[src/rtl/branch_ctrl_pkg.sv]
// Shared types and encodings for the branch sequencing controller.
// Used by branch_flush_ctrl and its optional performance counters.
package branch_ctrl_pkg;

    typedef enum logic {
        IDLE = 1'b0,
        PEND = 1'b1
    } state_e;

    localparam logic [1:0] PC_SEL_SEQ   = 2'b00;
    localparam logic [1:0] PC_SEL_PRED  = 2'b01;
    localparam logic [1:0] PC_SEL_RECOV = 2'b10;

    // State plus the record kept for the branch waiting to resolve in EX.
    typedef struct packed {
        state_e state;
        logic   pred_taken;
    } ctrl_t;

endpackage : branch_ctrl_pkg

[src/rtl/sat_counter.sv]
// Saturating up-counter with synchronous clear; holds at all-ones.
// Only instantiated when BRANCH_PERF_EN is defined.
module sat_counter #(
    parameter int CNT_W = 16
) (
    input  logic             clk_i,
    input  logic             clear_i,
    input  logic             inc_i,
    output logic [CNT_W-1:0] cnt_o
);

    logic [CNT_W-1:0] cnt_d;
    logic [CNT_W-1:0] cnt_q;

    always_comb begin
        cnt_d = cnt_q;
        if (inc_i && (cnt_q != {CNT_W{1'b1}})) begin
            cnt_d = cnt_q + CNT_W'(1);
        end
    end

    always_ff @(posedge clk_i) begin
        if (clear_i) begin
            cnt_q <= '0;
        end else begin
            cnt_q <= cnt_d;
        end
    end

    assign cnt_o = cnt_q;

endmodule : sat_counter

[src/rtl/branch_flush_ctrl.sv]
// Branch sequencing controller: PC steering, mispredict recovery, predictor training
// and stall/flush arbitration. Define BRANCH_PERF_EN to build the branch/mispredict counters.
module branch_flush_ctrl
    import branch_ctrl_pkg::*;
#(
    parameter int ADDR_W = 32,
    parameter int CNT_W  = 16
) (
    input  logic              clk_i,
    input  logic              rst_i,
    input  logic              id_branch_i,
    input  logic [ADDR_W-1:0] id_pc_i,
    input  logic [ADDR_W-1:0] id_target_i,
    input  logic              predict_i,
    input  logic              ex_taken_i,
    input  logic              stall_i,
    output logic [1:0]        pc_sel_o,
    output logic [ADDR_W-1:0] redirect_pc_o,
    output logic              pc_write_o,
    output logic              ifid_write_o,
    output logic              flush_ifid_o,
    output logic              flush_idex_o,
    output logic              upd_valid_o,
    output logic              upd_taken_o,
    output logic [CNT_W-1:0]  branch_cnt_o,
    output logic [CNT_W-1:0]  mispred_cnt_o
);

    state_e            state_d,       state_q;
    logic              pred_taken_d,  pred_taken_q;
    logic [ADDR_W-1:0] fallback_pc_d, fallback_pc_q;

    logic              in_pend;
    logic              mispredict;
    logic              capture;

    logic [1:0]        pc_sel;
    logic [ADDR_W-1:0] redirect_pc;
    logic              pc_write;
    logic              ifid_write;
    logic              flush_ifid;
    logic              flush_idex;
    logic              upd_valid;
    logic              upd_taken;

    assign in_pend    = (state_q == PEND);
    assign mispredict = in_pend && (ex_taken_i != pred_taken_q);
    // A branch sitting in ID during a mispredict is on the wrong path.
    assign capture    = id_branch_i && !stall_i && !mispredict;

    always_comb begin
        // NOTE: every signal gets a default first so no path leaves it unassigned (no latches).
        state_d       = IDLE;
        pred_taken_d  = pred_taken_q;
        fallback_pc_d = fallback_pc_q;

        pc_sel        = PC_SEL_SEQ;
        redirect_pc   = '0;
        pc_write      = !stall_i;
        ifid_write    = !stall_i;
        flush_ifid    = 1'b0;
        flush_idex    = stall_i;
        upd_valid     = in_pend;
        upd_taken     = in_pend && ex_taken_i;

        if (capture) begin
            state_d       = PEND;
            pred_taken_d  = predict_i;
            fallback_pc_d = predict_i ? (id_pc_i + ADDR_W'(4)) : id_target_i;
            if (predict_i) begin
                pc_sel      = PC_SEL_PRED;
                redirect_pc = id_target_i;
                flush_ifid  = 1'b1;
            end
        end

        // Recovery overrides both the stall and any ID-stage redirect.
        if (mispredict) begin
            pc_sel      = PC_SEL_RECOV;
            redirect_pc = fallback_pc_q;
            pc_write    = 1'b1;
            ifid_write  = 1'b1;
            flush_ifid  = 1'b1;
            flush_idex  = 1'b1;
        end
    end

    always_ff @(posedge clk_i) begin
        // NOTE: sequential state uses non-blocking assignments so every flop samples pre-edge values.
        if (rst_i) begin
            // NOTE: the branch record is reset too, so nothing stale is visible after reset.
            state_q       <= IDLE;
            pred_taken_q  <= 1'b0;
            fallback_pc_q <= '0;
        end else begin
            state_q       <= state_d;
            pred_taken_q  <= pred_taken_d;
            fallback_pc_q <= fallback_pc_d;
        end
    end

    // While reset is held the pipeline keeps loading with no redirects or flushes.
    assign pc_sel_o      = rst_i ? PC_SEL_SEQ : pc_sel;
    assign redirect_pc_o = rst_i ? '0         : redirect_pc;
    assign pc_write_o    = rst_i ? 1'b1       : pc_write;
    assign ifid_write_o  = rst_i ? 1'b1       : ifid_write;
    assign flush_ifid_o  = !rst_i && flush_ifid;
    assign flush_idex_o  = !rst_i && flush_idex;
    assign upd_valid_o   = !rst_i && upd_valid;
    assign upd_taken_o   = !rst_i && upd_taken;

`ifdef BRANCH_PERF_EN
    logic [CNT_W-1:0] branch_cnt;
    logic [CNT_W-1:0] mispred_cnt;

    sat_counter #(.CNT_W(CNT_W)) u_branch_cnt (
        .clk_i   (clk_i),
        .clear_i (rst_i),
        .inc_i   (upd_valid),
        .cnt_o   (branch_cnt)
    );

    sat_counter #(.CNT_W(CNT_W)) u_mispred_cnt (
        .clk_i   (clk_i),
        .clear_i (rst_i),
        .inc_i   (mispredict),
        .cnt_o   (mispred_cnt)
    );

    assign branch_cnt_o  = rst_i ? '0 : branch_cnt;
    assign mispred_cnt_o = rst_i ? '0 : mispred_cnt;
`else
    assign branch_cnt_o  = '0;
    assign mispred_cnt_o = '0;
`endif

endmodule : branch_flush_ctrl

[config.mk]
export PLATFORM = sky130hd
export DESIGN_NAME = branch_flush_ctrl
export DESIGN_NICKNAME = d
export VERILOG_FILES = /design/src/rtl/branch_ctrl_pkg.sv /design/src/rtl/sat_counter.sv /design/src/rtl/branch_flush_ctrl.sv
export SDC_FILE = /design/constraint.sdc
export NUM_CORES = 1
export LEC_CHECK = 0
export CORE_UTILIZATION = 40
export DETAILED_ROUTE_END_ITERATION = 7
export GPL_ROUTABILITY_DRIVEN = 0
export PLACE_DENSITY = 0.81
export SETUP_SLACK_MARGIN = 0.3
export SYNTH_ARGS = -nofsm -noshare
export SYNTH_HDL_FRONTEND = slang
export SYNTH_HIERARCHICAL = 1
export SYNTH_SLANG_ARGS = --single-unit
[constraint.sdc]
create_clock -name clk_i -period 2.7 [get_ports clk_i]
set_input_delay 0.27 -clock clk_i [delete_from_list [all_inputs] [get_ports clk_i]]
set_output_delay 0.27 -clock clk_i [all_outputs]
set_load 0.02 [all_outputs]
Yosys cells after proc, flatten, opt, wreduce, memory -nomap -nowiden

Index checks and enable logic that the tools add are counted.
Widths: inputs -> output; s select.

Register bits after elaboration: 34
Bits of input ports: 70

Add/sub/neg operators: 1
Equal/unequal tests: 1
Multiplexer cells: 16
Reduce and logical (&&, ||, !) cells: 11

Operator list:

| operator              | number |
|---|---|
| $mux 32               | 5 |
| $add 32x3->32 const B | 1 |
| $mux 1                | 9 |
| $logic_and 1x1->1     | 8 |
| $mux 2                | 2 |
| $logic_not 1->1       | 3 |
| $ne 1x1->1            | 1 |

Logic depth before layout (Yosys ltp)

Depth in word-level cells: 7
Mapped depth: 8

Worst setup path after synthesis

No wires, ideal clock.

Path kind: input to output
Start point: input port rst_i
End point: output port redirect_pc_o[10]
Arrival: 1.808 ns
Required time: 2.430 ns
Setup slack: 0.622 ns
Cell stages on the path: 6
Path buffers: 3
Cells stage by stage: clkbuf_1 -> nor2b_1 -> and2_1 -> clkbuf_1 -> clkbuf_1 -> a22o_1

Longest elaborated chain between the ends: 1

RTL lines:

| item        | line                     | RTL |
|---|---|---|
| from (decl) | branch_flush_ctrl.sv:10  | `input logic rst_i,` |
| $mux 32     | branch_flush_ctrl.sv:104 | `assign redirect_pc_o = rst_i ? '0 : redirect_pc;` |
| to (decl)   | branch_flush_ctrl.sv:18  | `output logic [ADDR_W-1:0] redirect_pc_o,` |

No other way between the ends.

Worst setup path in the final report

Start point: input port ex_taken_i
End point: output port redirect_pc_o[14]

Longest elaborated chain between the ends: 7

RTL lines:

| item                  | line                     | RTL |
|---|---|---|
| from (decl)           | branch_flush_ctrl.sv:15  | `input logic ex_taken_i,` |
| $ne 1x1->1 (*)        | branch_flush_ctrl.sv:47  | `assign mispredict = in_pend && (ex_taken_i != pred_taken_q);` |
| $logic_and 1x1->1 (*) | branch_flush_ctrl.sv:47  |  |
| $logic_not 1->1       | branch_flush_ctrl.sv:49  | `assign capture = id_branch_i && !stall_i && !mispredict;` |
| $logic_and 1x1->1     | branch_flush_ctrl.sv:49  |  |
| $mux 32               | branch_flush_ctrl.sv:66  | `if (capture) begin` |
| $mux 32 (*)           | branch_flush_ctrl.sv:78  | `if (mispredict) begin` |
| $mux 32 (*)           | branch_flush_ctrl.sv:104 |  |

Mark *: on every way between the ends. The rest lies on a longest branch, timed or not.

==> results.toml <==
[critical_path]
cpMaxStageDelayCell = "clkdlybuf4s50_1"
crit_chain = "clkdlybuf4s50_1 > xor2_1 > a211o_1 > nor2_4 > nand2_4 > inv_4 > buf_12 > a22o_1 > clkdlybuf4s15_1"
crit_buf_inv = 4
r2r_start = "pred_taken_q$_SDFFE_PP0N_"
critPathMaxFanout = 17
crit_start = "ex_taken_i"
crit_path_end = "redirect_pc_o[14]"
crit_arrival_ns = 2.10
cp.depth = 9
r2r_end = "fallback_pc_q[28]$_SDFFE_PP0N_"
r2r_slack_ns = 0.87
worstSetupStartpointType = "input pin"
ff2ff_path_depth = 7
end_kind = "primary output"
crit_required_ns = 2.43
cp_top_family = "buffers and inverters"
setup.worst_path.class = "in2out"
critPathMaxStageDelay_ns = 0.43

[clock_tree]
worst_skew_pair.late_latency_ns = 0.29
cts_hold_buffers = 0
clock_sinks = 34
clkSlewWorstSetupHoldPaths_ns = 0.07
cts-buffers-inserted = 5
cts_tree = "done"
cts_buffer_depth = 2
cts_htree_levels = 2
post-cts-setup-buffers = 0
cts_root_buf = "clkbuf_8"

[routing]
drc = 22
drt_iter0_markers = 160
drtAntennaViolNets = 0
drt-pass1-iter-count = 7
routed_via_density = 5.512
via_count = 2883
totalWireLength_mm = 8.039
wire_per_inst_um = 15.37

[layout]
syn2layout_area_growth_pct = 36.87
antenna_cells = 0
final_layout_size_suffix_gt1_frac = 0.1457
final_cells = 523
final_nets = 517
fill_cells = 605

[status]
outcome = "finished with violations"
failed_checks = "DRC"

[sta]
period_share = 0.8794
post-route-min-period_ns = 2.374
hold_viol = 0
finalSetupViolations = 0
drv_slew = 0
max_freq_mhz = 421.2
fin_setup_tns_ns = 0
worst_pin_slew_ns = 0.5040
fin_skew_ns = 0.006089
slew_headroom = 0.6614
hold_slack_ns = 0.4620
rsz0062_at_grt = "true"

[pwr]
pwr-share-comb = 0.296
internal_power_uw = 883.4
peakVddDrop_v = 0.0002298
p_clk_frac = 0.281
powerDensity_nw_per_um2 = 350.5
pwr-share-seq = 0.423
p_leak_uw = 0.001524
switching_power_uw = 405.8
swShare = 0.3148

[min_path]
hold_class = "reg2reg"
min_from = "fallback_pc_q[9]$_SDFFE_PP0N_"

[yosys]
synth_area_leaders = "dfxtp_1, a22o_1, buf_4, xor2_1, a21oi_1"
syn_area_per_cell_um2 = 7.881
synth_area_leader_cell = "dfxtp_1"
synth_flop_cell = "dfxtp_1"
ys_seq_elements = 34
synth_edf_count = 0
synth_top_area_share = 0.2533
synth_warnings = 6
ys_types = 47
synthCells = 341
synth_area_um2 = 2688
synth_common_cells = "dfxtp_1, a22o_1, buf_4"
ys_seq_area_frac = 0.2533
post-synth-top-count-cell = "dfxtp_1"
ys_async_sr_fraction = 0

[place]
numPortBuffers = 109
hpwl_mm = 5.723
numPlacedInstances = 516

[floorplan]
die-area_um2 = 7051
die_w_um = 83.97
initial_core_util = 0.4185
rows = 29
core_um2 = 6422
fp.dieH_um = 83.97
ios = 142

[global_route]
antenna_found_initial = 0
grt_pass1_wl_mm = 12.77
gr-total-overflow = 0
grt_pass1_vias = 2655
grt_max_degree = 39
grt_util_all_layers = 0.2235

[run]
drv_cap = 0
layout make-up:
type | instances | area (µm²) | area share
Multi-Input combinational cell | 276 | 1735 | 0.4718
Inverter | 7 | 28.78 | 0.007823
Tap cell | 77 | 96.34 | 0.02619
Timing Repair Buffer | 122 | 1061 | 0.2884
Clock buffer | 7 | 76.32 | 0.02075
Sequential cell | 34 | 680.7 | 0.1850
worst reg2reg max path: stages (launching register included):
cell      delay, ns
dfxtp_1        0.32
xor2_1         0.17
buf_4          0.15
a211oi_2       0.22
buf_4          0.32
o21ai_0        0.13
and2_1         0.18
a311oi_1       0.25
timing repair:
action | 4_1_cts | 5_1_grt
resized for setup | 44 | 59
pin swaps | 0 | 0
gates cloned | 0 | 0
endpoints found under the setup margin | 38 | 36
how the worst min path moves through the flow:
stage | endpoint | depth (start not counted)
2_1_floorplan | fallback_pc_q[20]$_SDFFE_PP0N_ | 2
3_3_place_gp | fallback_pc_q[9]$_SDFFE_PP0N_ | 2
3_5_place_dp | fallback_pc_q[9]$_SDFFE_PP0N_ | 2
4_1_cts | fallback_pc_q[9]$_SDFFE_PP0N_ | 2
5_1_grt | fallback_pc_q[4]$_SDFFE_PP0N_ | 2
6_report | fallback_pc_q[9]$_SDFFE_PP0N_ | 2
through the flow:
step | utilization | setup slack, ns | cell area [µm²] | total power (µW)
after floorplan | - | 0.6221 | 2804 | 786.7
after global placement | 0.5846 | 0.03974 | 3755 | 935.4
after detailed placement | 0.5846 | 0.01205 | 3755 | 943.1
after CTS | 0.5922 | 0.2789 | 3804 | 1294
after global routing | 0.5728 | 0.2092 | 3679 | 1352
final | 0.5728 | 0.3255 | 3679 | 1289
cell usage in the layout (no fill, tap or decap), types with 4 or more instances in the layout:
master	count
xor2_1	17
conb_1	32
nand4_1	8
nor2_1	21
a311oi_1	6
a21oi_1	23
o21ai_0	6
nand3_1	13
o21ai_1	7
inv_1	4
nand2_1	25
a211oi_1	5
and3_1	14
xnor2_1	9
clkbuf_8	5
o22ai_1	8
nor3_1	4
clkdlybuf4s50_1	73
and2_1	9
a22o_1	33
buf_4	9
clkbuf_2	32
dfxtp_1	34
per-layer routing:
layer | routed length (µm) | up-vias | global-route usage | part of all wire
met1 | 3469 | 1348 | 0.2833 | 0.43
li1 | - | 1393 | - | -
met4 | 87 | 0 | 0.05329 | 0.011
met3 | 577 | 11 | 0.05045 | 0.072
met2 | 3905 | 131 | 0.3830 | 0.49
met5 | 0 | - | 0 | 0
kinds of logic after synthesis:
group,count (synthesis),share of synthesized area
compound gates,102,0.2719
xor+xnor,26,0.08473
fa+ha+maj,1,0.004655
buf+inv,62,0.1443
flops,34,0.2533
mux,3,0.01117
other cells,1,0.001395
simple gates,112,0.2286
registers in the layout, summed over array words and instances (netlist names):
name,flops
fallback_pc_q,32
in_pend,1
pred_taken_q,1
power by group through the flow:
stage | sequential [µW] | combinational, µW | clock (µW)
after floorplan | 552 | 235 | 0
after global placement | 556 | 379 | 0
after detailed placement | 556 | 387 | 0
after CTS | 545 | 382 | 367
after global routing | 548 | 413 | 391
final | 545 | 382 | 362
Power figures use the tool's default switching activity.
